===== src/rtl/channel_reduce_pkg.sv =====
// Shared types and defaults for the channel reduce scheduler: FSM state
// encoding, default geometry and the tag-width helper.
package channel_reduce_pkg;

  typedef enum logic [2:0] {
    IDLE,
    ARB,
    POP,
    CAP,
    WAIT_OUT,
    WRITE,
    DONE
  } cr_state_e;

  localparam int CR_NCH   = 4;
  localparam int CR_WIDTH = 32;
  localparam int CR_COUNT = 4;

  // Width of a channel index; never narrower than one bit.
  function automatic int cr_tag_w(input int n);
    return (n <= 2) ? 1 : $clog2(n);
  endfunction

endpackage


===== src/rtl/channel_reduce_rr_arb.sv =====
// Combinational round-robin arbiter: grants the first requester at or after
// ptr (modulo N). Also used for FIFO sharing elsewhere.
module channel_reduce_rr_arb
  import channel_reduce_pkg::*;
#(
  parameter int N  = CR_NCH,
  parameter int IW = cr_tag_w(N)
) (
  input  logic [N-1:0]  req,
  input  logic [IW-1:0] ptr,
  output logic [N-1:0]  gnt,
  output logic [IW-1:0] gnt_idx,
  output logic          any_gnt
);

  always_comb begin
    int j;
    // NOTE: every output gets a default before the loop so no path leaves a
    // value unassigned, which would otherwise infer a latch.
    gnt     = '0;
    gnt_idx = '0;
    any_gnt = 1'b0;
    j       = 0;
    for (int i = 0; i < N; i++) begin
      j = int'(ptr) + i;
      if (j >= N) j = j - N;
      if (!any_gnt && req[j]) begin
        any_gnt = 1'b1;
        gnt[j]  = 1'b1;
        gnt_idx = IW'(j);
      end
    end
  end

endmodule


===== src/rtl/channel_reduce_sched.sv =====
// Round-robin scheduler sharing one accumulate-then-emit adder among NCH input
// channels. Define CHANNEL_REDUCE_SCHED_SAT_EN for a saturating accumulate.
module channel_reduce_sched
  import channel_reduce_pkg::*;
#(
  parameter int NCH   = CR_NCH,
  parameter int WIDTH = CR_WIDTH,
  parameter int COUNT = CR_COUNT,
  localparam int TW   = cr_tag_w(NCH)
) (
  input  logic                 clk,
  input  logic                 rst,
  input  logic                 start,
  output logic                 busy,
  output logic                 done,
  input  logic [NCH*WIDTH-1:0] in_out_data,
  input  logic [NCH-1:0]       in_read_ready,
  output logic [NCH-1:0]       in_read_valid,
  output logic [WIDTH-1:0]     out_in_data,
  output logic [TW-1:0]        out_tag,
  output logic                 out_write_valid,
  input  logic                 out_write_ready
);

  localparam logic [7:0] COUNT_L = 8'(COUNT);

  cr_state_e        state, state_nxt;
  logic [WIDTH-1:0] acc [NCH];
  logic [7:0]       cnt [NCH];
  logic [NCH-1:0]   fin, fin_set, g_oh, eligible, arb_gnt;
  logic [TW-1:0]    ptr, g, arb_idx;
  logic             arb_any;
  logic [WIDTH-1:0] sample, sum_wrap, sum;
  logic [7:0]       cnt_inc;

  assign eligible = in_read_ready & ~fin;

  channel_reduce_rr_arb #(.N(NCH), .IW(TW)) u_arb (
    .req     (eligible),
    .ptr     (ptr),
    .gnt     (arb_gnt),
    .gnt_idx (arb_idx),
    .any_gnt (arb_any)
  );

  assign sample   = in_out_data[int'(g)*WIDTH +: WIDTH];
  assign sum_wrap = acc[g] + sample;
  assign cnt_inc  = cnt[g] + 8'd1;
  assign fin_set  = fin | g_oh;

`ifdef CHANNEL_REDUCE_SCHED_SAT_EN
  localparam logic [WIDTH-1:0] SMAX = {1'b0, {(WIDTH-1){1'b1}}};
  localparam logic [WIDTH-1:0] SMIN = {1'b1, {(WIDTH-1){1'b0}}};

  // Overflow only when both operands share a sign the result lacks.
  always_comb begin
    sum = sum_wrap;
    if ((acc[g][WIDTH-1] == sample[WIDTH-1]) && (sum_wrap[WIDTH-1] != sample[WIDTH-1]))
      sum = sample[WIDTH-1] ? SMIN : SMAX;
  end
`else
  assign sum = sum_wrap;
`endif

  always_comb begin
    state_nxt = state;
    unique case (state)
      IDLE, DONE: if (start) state_nxt = ARB;
      ARB:        if (arb_any) state_nxt = POP;
      POP:        state_nxt = CAP;
      CAP:        state_nxt = (cnt_inc == COUNT_L) ? WAIT_OUT : ARB;
      WAIT_OUT:   if (out_write_ready) state_nxt = WRITE;
      WRITE:      state_nxt = (&fin_set) ? DONE : ARB;
      default:    state_nxt = IDLE;
    endcase
  end

  // Strobes decode registered state only, never the ready inputs.
  assign busy            = !((state == IDLE) || (state == DONE));
  assign done            = (state == DONE);
  assign in_read_valid   = (state == POP) ? g_oh : '0;
  assign out_write_valid = (state == WRITE);
  assign out_in_data     = (state == WRITE) ? acc[g] : '0;
  assign out_tag         = (state == WRITE) ? g : '0;

  // NOTE: sequential state uses non-blocking assignments so every flop sees
  // the pre-edge values of its neighbours, independent of statement order.
  always_ff @(posedge clk) begin
    if (rst) begin
      state <= IDLE;
      ptr   <= '0;
      g     <= '0;
      g_oh  <= '0;
      fin   <= '0;
      // NOTE: acc/cnt are small flop arrays, so they are cleared in reset; a
      // RAM-mapped array could not be cleared like this.
      for (int i = 0; i < NCH; i++) begin
        acc[i] <= '0;
        cnt[i] <= '0;
      end
    end else begin
      state <= state_nxt;
      unique case (state)
        IDLE, DONE: begin
          if (start) begin
            fin <= '0;
            for (int i = 0; i < NCH; i++) begin
              acc[i] <= '0;
              cnt[i] <= '0;
            end
          end
        end
        ARB: begin
          if (arb_any) begin
            g    <= arb_idx;
            g_oh <= arb_gnt;
            ptr  <= (arb_idx == TW'(NCH - 1)) ? '0 : arb_idx + TW'(1);
          end
        end
        CAP: begin
          acc[g] <= sum;
          cnt[g] <= cnt_inc;
        end
        WRITE: begin
          fin    <= fin_set;
          acc[g] <= '0;
        end
        default: ;
      endcase
    end
  end

endmodule


===== config.mk =====
export PLATFORM = sky130hd
export DESIGN_NAME = channel_reduce_sched
export DESIGN_NICKNAME = d
export VERILOG_FILES = /design/src/rtl/channel_reduce_pkg.sv /design/src/rtl/channel_reduce_rr_arb.sv /design/src/rtl/channel_reduce_sched.sv
export SDC_FILE = /design/constraint.sdc
export NUM_CORES = 1
export LEC_CHECK = 0
export BUFFER_PORTS_ARGS = -buffer_cell sky130_fd_sc_hd__buf_4
export CAP_MARGIN = 10
export CORE_ASPECT_RATIO = 1.75
export CORE_MARGIN = 2
export CORE_UTILIZATION = 35
export DETAILED_ROUTE_END_ITERATION = 6
export PLACE_DENSITY_LB_ADDON = 0.25
export SLEW_MARGIN = 25
export SYNTH_ARGS = -nofsm -noshare
export SYNTH_HDL_FRONTEND = slang
export SYNTH_SLANG_ARGS = --single-unit

===== constraint.sdc =====
create_clock -name clk -period 9.25 [get_ports clk]
set_input_delay 1.85 -clock clk [delete_from_list [all_inputs] [get_ports clk]]
set_output_delay 1.85 -clock clk [all_outputs]
set_load 0.03 [all_outputs]

Word-level counts from Yosys, hierarchy flattened
Memories as Yosys holds them, arrays and structs flattened. A register that Yosys moved wholly into a read port is not among the register bits.
Index checks and enable logic that the tools add are counted.
{ "totals": {"register_bits": 15, "ramBits": 160, "out_inout_bits": 41, "wordCells": 156, "n_memories": 2} }
{ "op_classes": {"addsub": 10, "order_cmp": 12, "n_eq_ne": 11, "shift": 1, "mux": 79, "n_bitwise": 15, "n_reduce_logical": 21} }
{ "mem_list": {"columns": ["name", "words", "word_bits", "rd", "rd_ports_with_merged_regs", "write_ports", "line_no", "source"], "rows": [
  ["acc", 4, 32, 1, 1, 4, "channel_reduce_sched.sv:28", "logic [WIDTH-1:0] acc [NCH];"],
  ["cnt", 4, 8, 1, 1, 4, "channel_reduce_sched.sv:29", "logic [7:0] cnt [NCH];"]
]} }
{ "op_table": {"columns": ["op", "n"], "rows": [
  ["32-bit two-way mux", 11],
  ["32-bit by 1-bit greater-or-equal comparator with 1-bit output, second input constant", 4],
  ["32-bit by 4-bit < comparator with 1-bit output, second input constant", 4],
  ["128-bit by 8-bit indexed part select with 32-bit output", 1],
  ["32-bit by 4-bit greater-or-equal comparator with 1-bit output, second input constant", 3],
  ["32-bit by 4-bit subtractor with 32-bit output, second input constant", 3],
  ["8-bit two-way mux", 5],
  ["32-bit adder", 1],
  ["32-bit OR reduction", 1],
  ["1-bit two-way mux", 30],
  ["2-bit two-way mux", 12],
  ["4-bit two-way mux", 6],
  ["3-bit one-hot mux with 6 select lines", 1],
  ["4-bit OR", 4],
  ["3-bit two-way mux", 5],
  ["3-bit == test, second input constant", 3],
  ["1-bit OR", 9],
  ["8-bit by 1-bit adder with 8-bit output, second input constant", 1],
  ["1-bit binary-select mux with 2-bit select", 4],
  ["1-bit demux with 2-bit select", 4],
  ["8-bit by 3-bit == test with 1-bit output, second input constant", 1],
  ["4-bit one-hot mux with 2 select lines", 1],
  ["8-bit OR reduction", 1],
  ["1-bit logical AND", 7],
  ["19 further kinds", 27]
]} }

Logic depth before layout (Yosys ltp)
Gate-level depths: netlist (run 1).
{ "depth": {"ltp_word": 18, "depth_mapped": 13} }

Hierarchy
A second synthesis (run 1) with hierarchy kept.
{ "hier_totals": {"hier_cells": 906, "hier_area_um2": 10679.0} }
{ "modules_own_cells": {"columns": ["module", "instances", "cells_per_inst", "area_per_inst_um2"], "rows": [
  ["channel_reduce_sched", 1, 858, 10218.6],
  ["channel_reduce_rr_arb", 1, 48, 460.4]
]} }

Least setup slack after synthesis (run 1)
OpenSTA, ideal clock, no wires.
{ "synth_path": {"kind": "input port to flip-flop", "start": "input rst", "end": "memory acc[0][0] (netlist bit), enable pin", "setup_time_ns": 0.470, "arrival_ns": 4.901, "path_slack_ns": 3.879, "path_stages": 4, "path_buffers": 1, "path_cell_list": "clkbuf_1 nor3_1 nor2_1 o31ai_1"} }
{ "synth_rtl": {"columns": ["element", "line_no", "source"], "rows": [
  ["start, declared", "channel_reduce_sched.sv:12", "input logic rst,"],
  ["end, declared", "channel_reduce_sched.sv:28", null]
]} }

==> Flow_metrics.wiki, run 1 <==
{| class="wikitable"
! Metric !! Value
|-
| Highest cell delay on the worst timing path || between 500 and 600 ps
|-
| Count of mapped cells out of synthesis || 933
|-
| Worst ir drop on vdd || ~140 uV
|-
| Initial antenna violation count || 0
|-
| Via count of the first global-routing pass || 8933
|-
| Sequential share of the synthesized area || a little under half
|-
| Slew at the pin closest to its max-slew limit || ~920 ps
|-
| Diodes inserted || 0
|-
| Total number of vias || approximately 8200
|-
| Max-slew headroom at the worst pin || about two fifths
|-
| Number of distinct library cells after synthesis || 64
|-
| Most common flop cell mapped by yosys || sky130_fd_sc_hd__edfxtp_1
|-
| Core footprint || approximately 30000 um^2
|-
| I/O pin count || about 180
|-
| Worst path most repeated cell || sky130_fd_sc_hd__nor2_1
|-
| Total CTS buffers || 17
|-
| Share of post-route cells with drive strength above 1 || 28.47%
|-
| Max Slew Vio Count || 0
|-
| Syn nets || 1110
|-
| Die width || about 140 um
|-
| Final period demand of the worst path || approximately 4600 ps
|-
| Yosys Warn Count || 0
|-
| Synthesis-to-finish area growth || 21.05%
|-
| Hold-fix buffers, CTS || 0
|-
| Total DRC errors in the routed layout || 0
|-
| HPWL after DPL || 20880 um
|-
| Max Clock Freq || approximately 220 MHz
|-
| Leakage Power || just over 0.005 uW
|-
| Setup TNS after final layout || 0 ps
|-
| Number of design-rule violations left by the first detailed-router iteration || ~480
|-
| Input/output buffers || 176
|-
| Areal power density over the cells || about 200 nW/um^2
|-
| Kind of cell adding the most delay to the critical path || compound AO/OA/AOI/OAI gates
|-
| Main area contributors after synthesis || sky130_fd_sc_hd__edfxtp_1 45%, sky130_fd_sc_hd__mux4_2 15%, sky130_fd_sc_hd__nor2_1 6.5%
|-
| Critical path required time || 9420 ps
|-
| EDFF count, synth || 160
|-
| Die extent in y || about 240 um
|-
| Number of setup buffers added after CTS || 0
|-
| Clk_skew || ~9.7 ps
|-
| Placed Cells incl. Taps || 1451
|-
| Portion of synthesized cell area occupied by the leading cell type || between 40 and 50%
|-
| Root Buffer Master || sky130_fd_sc_hd__clkbuf_16
|-
| Most common cell after layout, fill and taps aside || sky130_fd_sc_hd__buf_4
|-
| Routed wire length || 30310 um
|-
| Cell with the largest stage delay on the worst path || sky130_fd_sc_hd__a41oi_1
|-
| Clock H-tree levels || 4
|-
| Core Rows || 84
|-
| Cell breakdown of the critical path || buf_4 > mux4_2 > ha_1 > a211oi_1 > nor2_1 > a41oi_1 > o211ai_1 > a21oi_1 > xor2_1 > nor2_1
|-
| Global-route usage over all layers || roughly a fifth
|-
| First-pass GRT wire length || approximately 47000 um
|-
| Period utilisation layout || between 40% and 50%
|-
| Sort of element at the start of the critical path || input pin
|-
| Worst-path fanout max || 4
|-
| DR WL/cell || ~20 um
|-
| Syn avg cell area || around 11 um^2
|-
| Congestion Overflow GR || 0
|-
| Total power draw || 2531 uW
|-
| Critical Path AT || between 4000 and 5000 ps
|-
| Status || completed
|-
| Effective utilization at floorplan || a little over a third
|-
| Die outline area || around 32000 um^2
|-
| Clk buf depth || 2
|-
| CTS resizes || 0
|-
| Clock transition at path regs || approximately 70 ps
|-
| Number of hold violations in the final report || 0
|-
| Ys async rst share || 0%
|-
| Most frequent cells in the layout || 190 x sky130_fd_sc_hd__buf_4, 185 x sky130_fd_sc_hd__nor2_1, 160 x sky130_fd_sc_hd__edfxtp_1, 72 x sky130_fd_sc_hd__mux4_2, 56 x sky130_fd_sc_hd__nand2_1
|-
| Slack of the critical path || about 4700 ps
|-
| Cell area after technology mapping || approximately 11000 um^2
|-
| NumNets Final || approximately 1300
|-
| Count of nets left with antenna violations after detail routing || 0
|-
| Final setup vio count || 0
|-
| Post-detailed-route via-to-cell ratio || between 5 and 6
|-
| Post-synth top area cell || sky130_fd_sc_hd__edfxtp_1
|-
| Detailed-routing iteration count for the pre-antenna-repair pass || 5
|-
| Clk Latency, worst-skew pair || roughly 440 ps
|-
| Number of max-cap violations || 0
|-
| Finished Layout Cells || between 1000 and 1500
|-
| Fraction of the core area covered by cells at the end of the flow || 43.17%
|-
| Type of the most critical hold path || flip-flop to flip-flop
|-
| Global placer's final weighted congestion || ~0.86
|-
| Start-to-end type of the worst setup path || input pin to flip-flop
|-
| CTS sink count || roughly 180
|-
| Buffers and inverters on the worst path || 1
|-
| Largest net degree at the start of global routing || 42
|-
| Placement Setup Slack || about 4300 ps
|-
| Critical Path Sink Type || flip-flop
|-
| CTS tree || done
|-
| Post-synthesis register bit count || approximately 180
|-
| RSZ-0062 raised after global routing || false
|}
## worst reg2reg max path: cells and delay by family, from the launching register on
kind / cells / cell delay (ps)
muxes: 1 / 590
adders and majority gates: 1 / 400
AOI/OAI and AO/OA: 5 / 1400
DFF: 1 / 530
xor gates and xnor gates: 1 / 320
buffers and inverters: 1 / 600
and+or+nand+nor: 1 / 80
## synth_stat cells (2+ instances only)
library cell                  n
sky130_fd_sc_hd__nor2_1     185
sky130_fd_sc_hd__nand2b_1    15
sky130_fd_sc_hd__and2_1      10
sky130_fd_sc_hd__mux2_2       2
sky130_fd_sc_hd__a211oi_1    10
sky130_fd_sc_hd__o31ai_1      3
sky130_fd_sc_hd__mux4_2      72
sky130_fd_sc_hd__mux2i_1      6
sky130_fd_sc_hd__or3_1        3
sky130_fd_sc_hd__a31oi_1      6
sky130_fd_sc_hd__a41oi_1      2
sky130_fd_sc_hd__o221ai_1     2
sky130_fd_sc_hd__nand4_1      5
sky130_fd_sc_hd__o2111ai_1    3
sky130_fd_sc_hd__dfxtp_1     17
sky130_fd_sc_hd__nand2_1     56
sky130_fd_sc_hd__a21o_1      10
sky130_fd_sc_hd__o211ai_1     6
sky130_fd_sc_hd__or2_2        2
sky130_fd_sc_hd__nor3b_1      7
sky130_fd_sc_hd__buf_6        2
sky130_fd_sc_hd__edfxtp_1   160
sky130_fd_sc_hd__xnor2_1     21
sky130_fd_sc_hd__and3_1      40
sky130_fd_sc_hd__buf_2        9
sky130_fd_sc_hd__nor3_1      27
sky130_fd_sc_hd__buf_1        4
sky130_fd_sc_hd__o21ai_0     30
sky130_fd_sc_hd__inv_1        9
sky130_fd_sc_hd__a21oi_1     44
sky130_fd_sc_hd__o21bai_1     2
sky130_fd_sc_hd__a221oi_1     6
sky130_fd_sc_hd__ha_1        40
sky130_fd_sc_hd__nor2b_1     10
sky130_fd_sc_hd__xor2_1      12
sky130_fd_sc_hd__nand3_1     16
sky130_fd_sc_hd__a221o_1      5
sky130_fd_sc_hd__o21a_1       6
sky130_fd_sc_hd__clkbuf_1    42
sky130_fd_sc_hd__nor4b_1      2
## area by class of cell
type,count,area (um^2)
fill,2932,17080
timing repair buffer,190,1426
sequential,177,5150
clock inverter,12,91.34
clock buffer,20,479.2
inverter,11,41.29
tap,387,484.2
multi-input combinational,686,5305
## through the flow
| step | cell area, um^2 | hold WS, ps |
|---|---|---|
| 5_1_grt | 12980 | 560.1 |
| 2_1_floorplan | 10720 | 450.1 |
| 3_5_place_dp | 12410 | 503.4 |
| 6_report | 12980 | 524.7 |
| 3_3_place_gp | 12410 | 503.5 |
| 4_1_cts | 12980 | 523.3 |
## final timing paths
kind | depth (start not counted) | startpoint | slack [ps] | end
setup / recovery | 10 | in_out_data[97] | 4680 | acc[1][23]
hold / removal | 2 | fin[3] | 520 | fin[3]
setup reg to reg | 10 | g[0] | 5050 | acc[1][20]
hold reg to reg | 2 | fin[3] | 520 | fin[3]
## state kept, by name, summed over array words and instances, names as in the netlist, named ones only
signal	flops
cnt	32
ptr	1
g	2
acc	128
fin	4
g_oh	4
state	3
## kinds of logic after synthesis
logic type | share of synthesized area (%)
mux | 16.02
buf+inv | 2.743
flops | 47.99
simple gates | 16.69
xor+xnor | 2.696
fa+ha+maj | 4.855
compound gates | 8.999
## where the power goes
| part | total, uW | switching, uW | internal (uW) |
|---|---|---|---|
| logic | 843 | 505 | 338 |
| clock network | 709 | 328 | 381 |
| registers | 979 | 33.3 | 946 |
## routing by layer
layer / global-route usage, % / vias up / wire (um)
met4: 8.870 / 0 / 1069
li1: - / 3842 / -
met3: 2.390 / 73 / 1165
met2: 37.64 / 235 / 17250
met5: 0 / - / 0
met1: 20.32 / 4096 / 10830
No activity file was read; power rests on OpenSTA's default activity.
==> inputs of run 2 (changes only) <==
==> constraint.sdc (replaced) <==
create_clock -name clk -period 4.5 [get_ports clk]
set_input_delay 0.9 -clock clk [delete_from_list [all_inputs] [get_ports clk]]
set_output_delay 0.9 -clock clk [all_outputs]
set_load 0.03 [all_outputs]
==> Flow_metrics.wiki, run 2 (same netlist as run 1, synthesis figures left out) <==
{| class="wikitable"
! Metric !! Value
|-
| Status || completed
|-
| Reg2reg end || acc[2][26]
|-
| Hold-fix buffers, CTS || 0 (unchanged)
|-
| Clock transition at path regs || 70 ps (about the same)
|-
| Diodes inserted || 0 (unchanged)
|-
| Setup TNS after final layout || 0 ps (unchanged)
|-
| Clock H-tree levels || 4 (unchanged)
|-
| CTS tree || done
|-
| Largest net degree at the start of global routing || 41 (-2.4%)
|-
| First-pass GRT wire length || 46420 um (-1.5%)
|-
| HPWL after DPL || 21660 um (+3.7%)
|-
| Post-detailed-route via-to-cell ratio || 5.476 (-1.5%)
|-
| CTS sink count || 177 (unchanged)
|-
| Leakage Power || 0.005180 uW (+0.68%)
|-
| Routed wire length || 30340 um (about the same)
|-
| Slack of the critical path || 620.4 ps (-4056 ps)
|-
| Critical Path AT || 4040 ps (-700 ps)
|-
| Die outline area || 32100 um^2 (unchanged)
|-
| Number of design-rule violations left by the first detailed-router iteration || 507 (+5.4%)
|-
| Start-to-end type of the worst setup path || flip-flop to flip-flop
|-
| Fraction of the core area covered by cells at the end of the flow || 43.39% (+0.22 points)
|-
| Period utilisation layout || a little under nine tenths
|-
| Via count of the first global-routing pass || 8646 (-3.2%)
|-
| Core Rows || 84 (unchanged)
|-
| Max-slew headroom at the worst pin || 44.07% (+5.2 points)
|-
| Core footprint || 30060 um^2 (unchanged)
|-
| Most frequent cells in the layout || 197 x sky130_fd_sc_hd__buf_4, 185 x sky130_fd_sc_hd__nor2_1, 160 x sky130_fd_sc_hd__edfxtp_1, 72 x sky130_fd_sc_hd__mux4_2, 56 x sky130_fd_sc_hd__nand2_1
|-
| Worst setup endpoint || acc[2][26]
|-
| Critical Path Sink Type || flip-flop
|-
| Detailed-routing iteration count for the pre-antenna-repair pass || 5 (unchanged)
|-
| Placement Setup Slack || 474.7 ps (-3785 ps)
|-
| Slack of the worst reg-to-reg path || 620 ps (-4430 ps)
|-
| Most common cell after layout, fill and taps aside || sky130_fd_sc_hd__buf_4
|-
| Sort of element at the start of the critical path || flip-flop
|-
| Largest registers || acc x128, cnt x32
|-
| Reg2reg start || g[0]
|-
| Synthesis-to-finish area growth || 21.66%
|-
| Root Buffer Master || sky130_fd_sc_hd__clkbuf_16
|-
| Input/output buffers || 176 (unchanged)
|-
| Global placer's final weighted congestion || 0.8317 (-3.1%)
|-
| Slew at the pin closest to its max-slew limit || 839.0 ps (-77.54 ps)
|-
| Effective utilization at floorplan || 35.66% (unchanged)
|-
| Total CTS buffers || 17 (unchanged)
|-
| Source of the critical timing path || g[0]
|-
| Clk_skew || 11.68 ps (+1.959 ps)
|-
| Die extent in y || 235.5 um (unchanged)
|-
| Initial antenna violation count || 0 (unchanged)
|-
| CTS resizes || 0 (unchanged)
|-
| Clk Latency, worst-skew pair || 430 ps (about the same)
|-
| Final setup vio count || 0 (unchanged)
|-
| RSZ-0062 raised after global routing || false
|-
| Share of post-route cells with drive strength above 1 || 28.99% (+0.52 points)
|-
| Count of nets left with antenna violations after detail routing || 0 (unchanged)
|-
| DR WL/cell || 20.35 um (-0.44%)
|-
| Number of setup buffers added after CTS || 0 (unchanged)
|-
| Clk buf depth || 2 (unchanged)
|-
| Largest register FFs || 128 (unchanged)
|-
| Max Slew Vio Count || 0 (unchanged)
|-
| Congestion Overflow GR || 0 (unchanged)
|-
| Worst-path fanout max || 30 (+26)
|-
| FF-to-FF path depth || 10 (unchanged)
|-
| Areal power density over the cells || 397.4 nW/um^2 (+100%)
|-
| Critical path required time || 4660 ps (-4760 ps)
|-
| I/O pin count || 177 (unchanged)
|-
| Type of the most critical hold path || flip-flop to flip-flop
|-
| NumNets Final || 1269 (+0.71%)
|-
| Number of max-cap violations || 0 (unchanged)
|-
| Max Clock Freq || between 200 and 300 MHz
|-
| Die width || 136.3 um (unchanged)
|-
| Final period demand of the worst path || between 3000 and 4000 ps
|-
| Largest register by flop count || acc
|-
| Total number of vias || 8165 (-0.98%)
|-
| Worst ir drop on vdd || 259.9 uV (+84%)
|-
| Min Hold Slack || 525.1 ps (+0.3620 ps)
|-
| Total DRC errors in the routed layout || 0 (unchanged)
|-
| Number of hold violations in the final report || 0 (unchanged)
|-
| Global-route usage over all layers || 19.11% (-0.37 points)
|}
[run 2: changes by cell type in the layout (fill, tap and decap cells not counted)]
cell,change
sky130_fd_sc_hd__clkinv_4,+1
sky130_fd_sc_hd__buf_4,+7
sky130_fd_sc_hd__inv_6,-3
sky130_fd_sc_hd__clkinv_2,+3
sky130_fd_sc_hd__bufinv_16,+1
sky130_fd_sc_hd__buf_12,+2
sky130_fd_sc_hd__clkbuf_16,-2
sky130_fd_sc_hd__clkinvlp_4,+1
sky130_fd_sc_hd__inv_4,-2
[run 2: metal layers]
| layer | routed length [um] | up-vias | global-route usage, % |
|---|---|---|---|
| met5 | 0 | - | 0 |
| met4 | 916 | 0 | 7.355 |
| met3 | 1051 | 51 | 2.024 |
| met2 | 17320 | 224 | 37.76 |
| met1 | 11060 | 4043 | 19.96 |
| li1 | - | 3847 | - |
[run 2: worst min path at each step]
stage / to / cells past startpoint / from
after CTS: fin[1] / 2 / fin[1]
after floorplan: fin[3] / 2 / fin[3]
final: fin[1] / 2 / fin[1]
after detailed placement: fin[1] / 2 / fin[1]
after global placement: fin[1] / 2 / fin[1]
after global routing: fin[3] / 2 / fin[3]
[run 2: stage by stage]
stage / total power, uW / instance area [um^2] / instances
2_1_floorplan: 3285 / 10720 / 933
3_3_place_gp: 3798 / 12500 / 1460
3_5_place_dp: 3812 / 12500 / 1460
4_1_cts: 5214 / 13040 / 1491
5_1_grt: 5452 / 13040 / 1491
6_report: 5183 / 13040 / 1491
[run 2: layout make-up]
cell class	count	area, um^2
Fill cell	2942	17020
Multi-Input combinational cell	686	5305
Sequential cell	177	5150
Timing Repair Buffer	199	1519
Tap cell	387	484.2
Clock buffer	18	429.2
Clock inverter	13	113.9
Inverter	11	41.29
[run 2: report_power, final]
part | leakage (uW) | switching, uW | internal [uW]
Clock | 0.000266 | 652 | 759
Combinational | 0.00305 | 1040 | 718
Sequential | 0.00187 | 71.3 | 1940
Total | 0.00518 | 1760 | 3420
[run 2: worst max-delay path: stages (launching register included)]
cell	delay [ps]
sky130_fd_sc_hd__dfxtp_2	540
sky130_fd_sc_hd__buf_12	310
sky130_fd_sc_hd__mux4_2	560
sky130_fd_sc_hd__ha_1	390
sky130_fd_sc_hd__a21oi_1	340
sky130_fd_sc_hd__nand2_1	100
sky130_fd_sc_hd__a221oi_1	410
sky130_fd_sc_hd__and3_1	340
sky130_fd_sc_hd__o21ai_0	170
sky130_fd_sc_hd__xnor2_1	350
sky130_fd_sc_hd__nor2_1	80
==> inputs of run 3 (changes only) <==
--- a/config.mk
+++ b/config.mk
@@ -11,7 +11,7 @@
 export CORE_MARGIN = 2
 export CORE_UTILIZATION = 35
 export DETAILED_ROUTE_END_ITERATION = 6
-export PLACE_DENSITY_LB_ADDON = 0.25
+export PLACE_DENSITY = 0.65
 export SLEW_MARGIN = 25
 export SYNTH_ARGS = -nofsm -noshare
 export SYNTH_HDL_FRONTEND = slang
==> Flow_metrics.wiki, run 3 (same netlist as run 1, synthesis figures left out) <==
{| class="wikitable"
! Metric !! Value
|-
| Most frequent cells in the layout || 196 x sky130_fd_sc_hd__buf_4, 185 x sky130_fd_sc_hd__nor2_1, 160 x sky130_fd_sc_hd__edfxtp_1, 72 x sky130_fd_sc_hd__mux4_2, 56 x sky130_fd_sc_hd__nand2_1
|-
| Worst-path fanout max || 12 (-60%)
|-
| Largest net degree at the start of global routing || 41 (unchanged)
|-
| DR WL/cell || 20.11 um (-1.2%)
|-
| Die extent in y || 235.5 um (unchanged)
|-
| Clk_skew || 7.514 ps (-4.171 ps)
|-
| Core footprint || 30060 um^2 (unchanged)
|-
| Congestion Overflow GR || 0 (unchanged)
|-
| Number of design-rule violations left by the first detailed-router iteration || 605 (+19%)
|-
| Number of max-cap violations || 0 (unchanged)
|-
| Placed cell areas || 12530 um^2 (+0.25%)
|-
| Root Buffer Master || sky130_fd_sc_hd__clkbuf_16
|-
| Type of the most critical hold path || flip-flop to flip-flop
|-
| Largest register by flop count || acc
|-
| Largest register FFs || 128 (unchanged)
|-
| Final setup vio count || 0 (unchanged)
|-
| Reg2reg end || acc[0][20]
|-
| Sequential share of power || 38.9% (about the same)
|-
| Total number of vias || 8214 (+0.60%)
|-
| CTS sink count || 177 (unchanged)
|-
| Share of post-route cells with drive strength above 1 || 28.66% (-0.32 points)
|-
| Start-to-end type of the worst setup path || flip-flop to flip-flop
|-
| Final period demand of the worst path || 3999 ps (+119.7 ps)
|-
| Via count of the first global-routing pass || 8617 (-0.34%)
|-
| Clock transition at path regs || 60 ps (about the same)
|-
| Switching part of the total power || 33.20% (-0.78 points)
|-
| NumNets Final || 1270 (+0.079%)
|-
| Psw || 1723 uW (-2.2%)
|-
| Worst hold path cell count || 2 (unchanged)
|-
| Post-detailed-route via-to-cell ratio || 5.502 (+0.47%)
|-
| Synthesis-to-finish area growth || 22.19%
|-
| Hold Startpoint || fin[3]
|-
| Diodes inserted || 0 (unchanged)
|-
| Final design area excluding fillers || 13100 um^2 (+0.43%)
|-
| Core Rows || 84 (unchanged)
|-
| Die outline area || 32100 um^2 (unchanged)
|-
| HPWL after DPL || 21580 um (-0.39%)
|-
| Status || completed
|-
| I/O pin count || 177 (unchanged)
|-
| First-pass GRT wire length || 46620 um (+0.43%)
|-
| Global-route usage over all layers || 19.27% (+0.16 points)
|-
| Areal power density over the cells || 396.2 nW/um^2 (-0.30%)
|-
| Detailed-routing iteration count for the pre-antenna-repair pass || 7 (+2)
|-
| Routed wire length || 30030 um (-1.1%)
|-
| Max Slew Vio Count || 0 (unchanged)
|-
| Input/output buffers || 176 (unchanged)
|-
| Max Clock Freq || 250.0 MHz (-3.0%)
|-
| Initial antenna violation count || 0 (unchanged)
|-
| Die width || 136.3 um (unchanged)
|-
| Internal power of the cells || 3467 uW (+1.3%)
|-
| Setup TNS after final layout || 0 ps (unchanged)
|-
| Max-slew headroom at the worst pin || 33.86% (-10 points)
|-
| Leakage Power || 0.005196 uW (+0.31%)
|-
| Effective utilization at floorplan || 35.66% (unchanged)
|-
| Number of hold violations in the final report || 0 (unchanged)
|-
| RSZ-0062 raised after global routing || false
|-
| Clk buf depth || 2 (unchanged)
|-
| Count of nets left with antenna violations after detail routing || 0 (unchanged)
|-
| Total CTS buffers || 17 (unchanged)
|-
| Slack of the worst reg-to-reg path || 500 ps (-120 ps)
|-
| Critical Path Sink Type || flip-flop
|-
| Critical Path AT || 4160 ps (+120 ps)
|-
| Worst ir drop on vdd || 281.8 uV (+8.4%)
|-
| CTS resizes || 0 (unchanged)
|-
| Critical path required time || 4660 ps (about the same)
|-
| Sort of element at the start of the critical path || flip-flop
|-
| Period utilisation layout || 88.87% (+2.7 points)
|-
| CTS tree || done
|-
| Hold-fix buffers, CTS || 0 (unchanged)
|-
| FF-to-FF path depth || 11 (+1)
|-
| Number of setup buffers added after CTS || 0 (unchanged)
|-
| Clock H-tree levels || 4 (unchanged)
|-
| Combinational cell fraction of total power || 33.5% (-0.4 points)
|-
| Worst-case hold path end point || fin[3]
|-
| Largest registers || acc x128, cnt x32
|-
| Total DRC errors in the routed layout || 0 (unchanged)
|-
| Clock network fraction of total power || 27.6% (+0.4 points)
|-
| Most common cell after layout, fill and taps aside || sky130_fd_sc_hd__buf_4
|-
| Global placer's final weighted congestion || 0.8630 (+3.8%)
|-
| Clk Latency, worst-skew pair || 440 ps (about the same)
|-
| Slew at the pin closest to its max-slew limit || 992.1 ps (+153.1 ps)
|}
## run 3: changes by cell type in the layout (fill, tap and decap cells not counted), sizes merged
cell / delta
buf: +1
clkinv: +2
clkbuf: -1
bufinv: +1
inv: -1
## run 3: per-layer routing
metal / track usage (%) / part of all wire, % / up-vias
li1: - / - / 3854
met1: 19.60 / 35 / 4090
met2: 38.22 / 59 / 225
met3: 2.842 / 3.9 / 45
met4: 7.134 / 3.0 / 0
met5: 0 / 0 / -
## run 3: area by class of cell
class                      instances  area [um^2]
fill                            2884        16960
multi-input combinational        686         5305
sequential                       177         5149
timing repair buffer             200         1551
tap                              387        484.2
clock buffer                      17        425.4
clock inverter                    15        142.6
inverter                          11        41.29
## run 3: how the worst max path moves through the flow
stage                    startpoint          to  slack [ps]  cells past startpoint
floorplan                       rst   acc[0][0]          80                      4
global placement    in_out_data[97]  acc[2][23]         600                     10
detailed placement  in_out_data[97]  acc[0][23]         530                     10
CTS                       flip-flop  acc[0][20]         520                     11
global route                   g[0]  acc[3][26]         250                     10
finish                    flip-flop  acc[0][20]         500                     11
## run 3: power by group through the flow
stage	clock network, uW	logic, uW	registers (uW)
after floorplan	0	1270	2010
after global placement	0	1720	2050
after detailed placement	0	1740	2060
after CTS	1450	1750	2020
after global routing	1520	1920	2030
final	1430	1740	2020
## run 3: stage by stage
stage	std cells	utilization [%]	power, uW	worst slack (ps)	hold slack, ps
4_1_cts	1493	43.58	5218	519.4	518.9
3_3_place_gp	1461	41.69	3765	600.4	502.1
3_5_place_dp	1461	41.69	3791	534.1	500.7
6_report	1493	43.58	5190	500.6	510.5
5_1_grt	1493	43.58	5468	251.4	551.2
2_1_floorplan	933	-	3285	78.75	450.1
## run 3: critical path: stages (launching register included)
cell	delay, ps
sky130_fd_sc_hd__dfxtp_1	890
sky130_fd_sc_hd__mux4_2	390
sky130_fd_sc_hd__ha_1	200
sky130_fd_sc_hd__inv_1	60
sky130_fd_sc_hd__fa_1	380
sky130_fd_sc_hd__nand2b_1	200
sky130_fd_sc_hd__a21oi_1	250
sky130_fd_sc_hd__o211ai_1	250
sky130_fd_sc_hd__a211oi_1	530
sky130_fd_sc_hd__o21ai_0	220
sky130_fd_sc_hd__xor2_1	290
sky130_fd_sc_hd__nor2_1	70
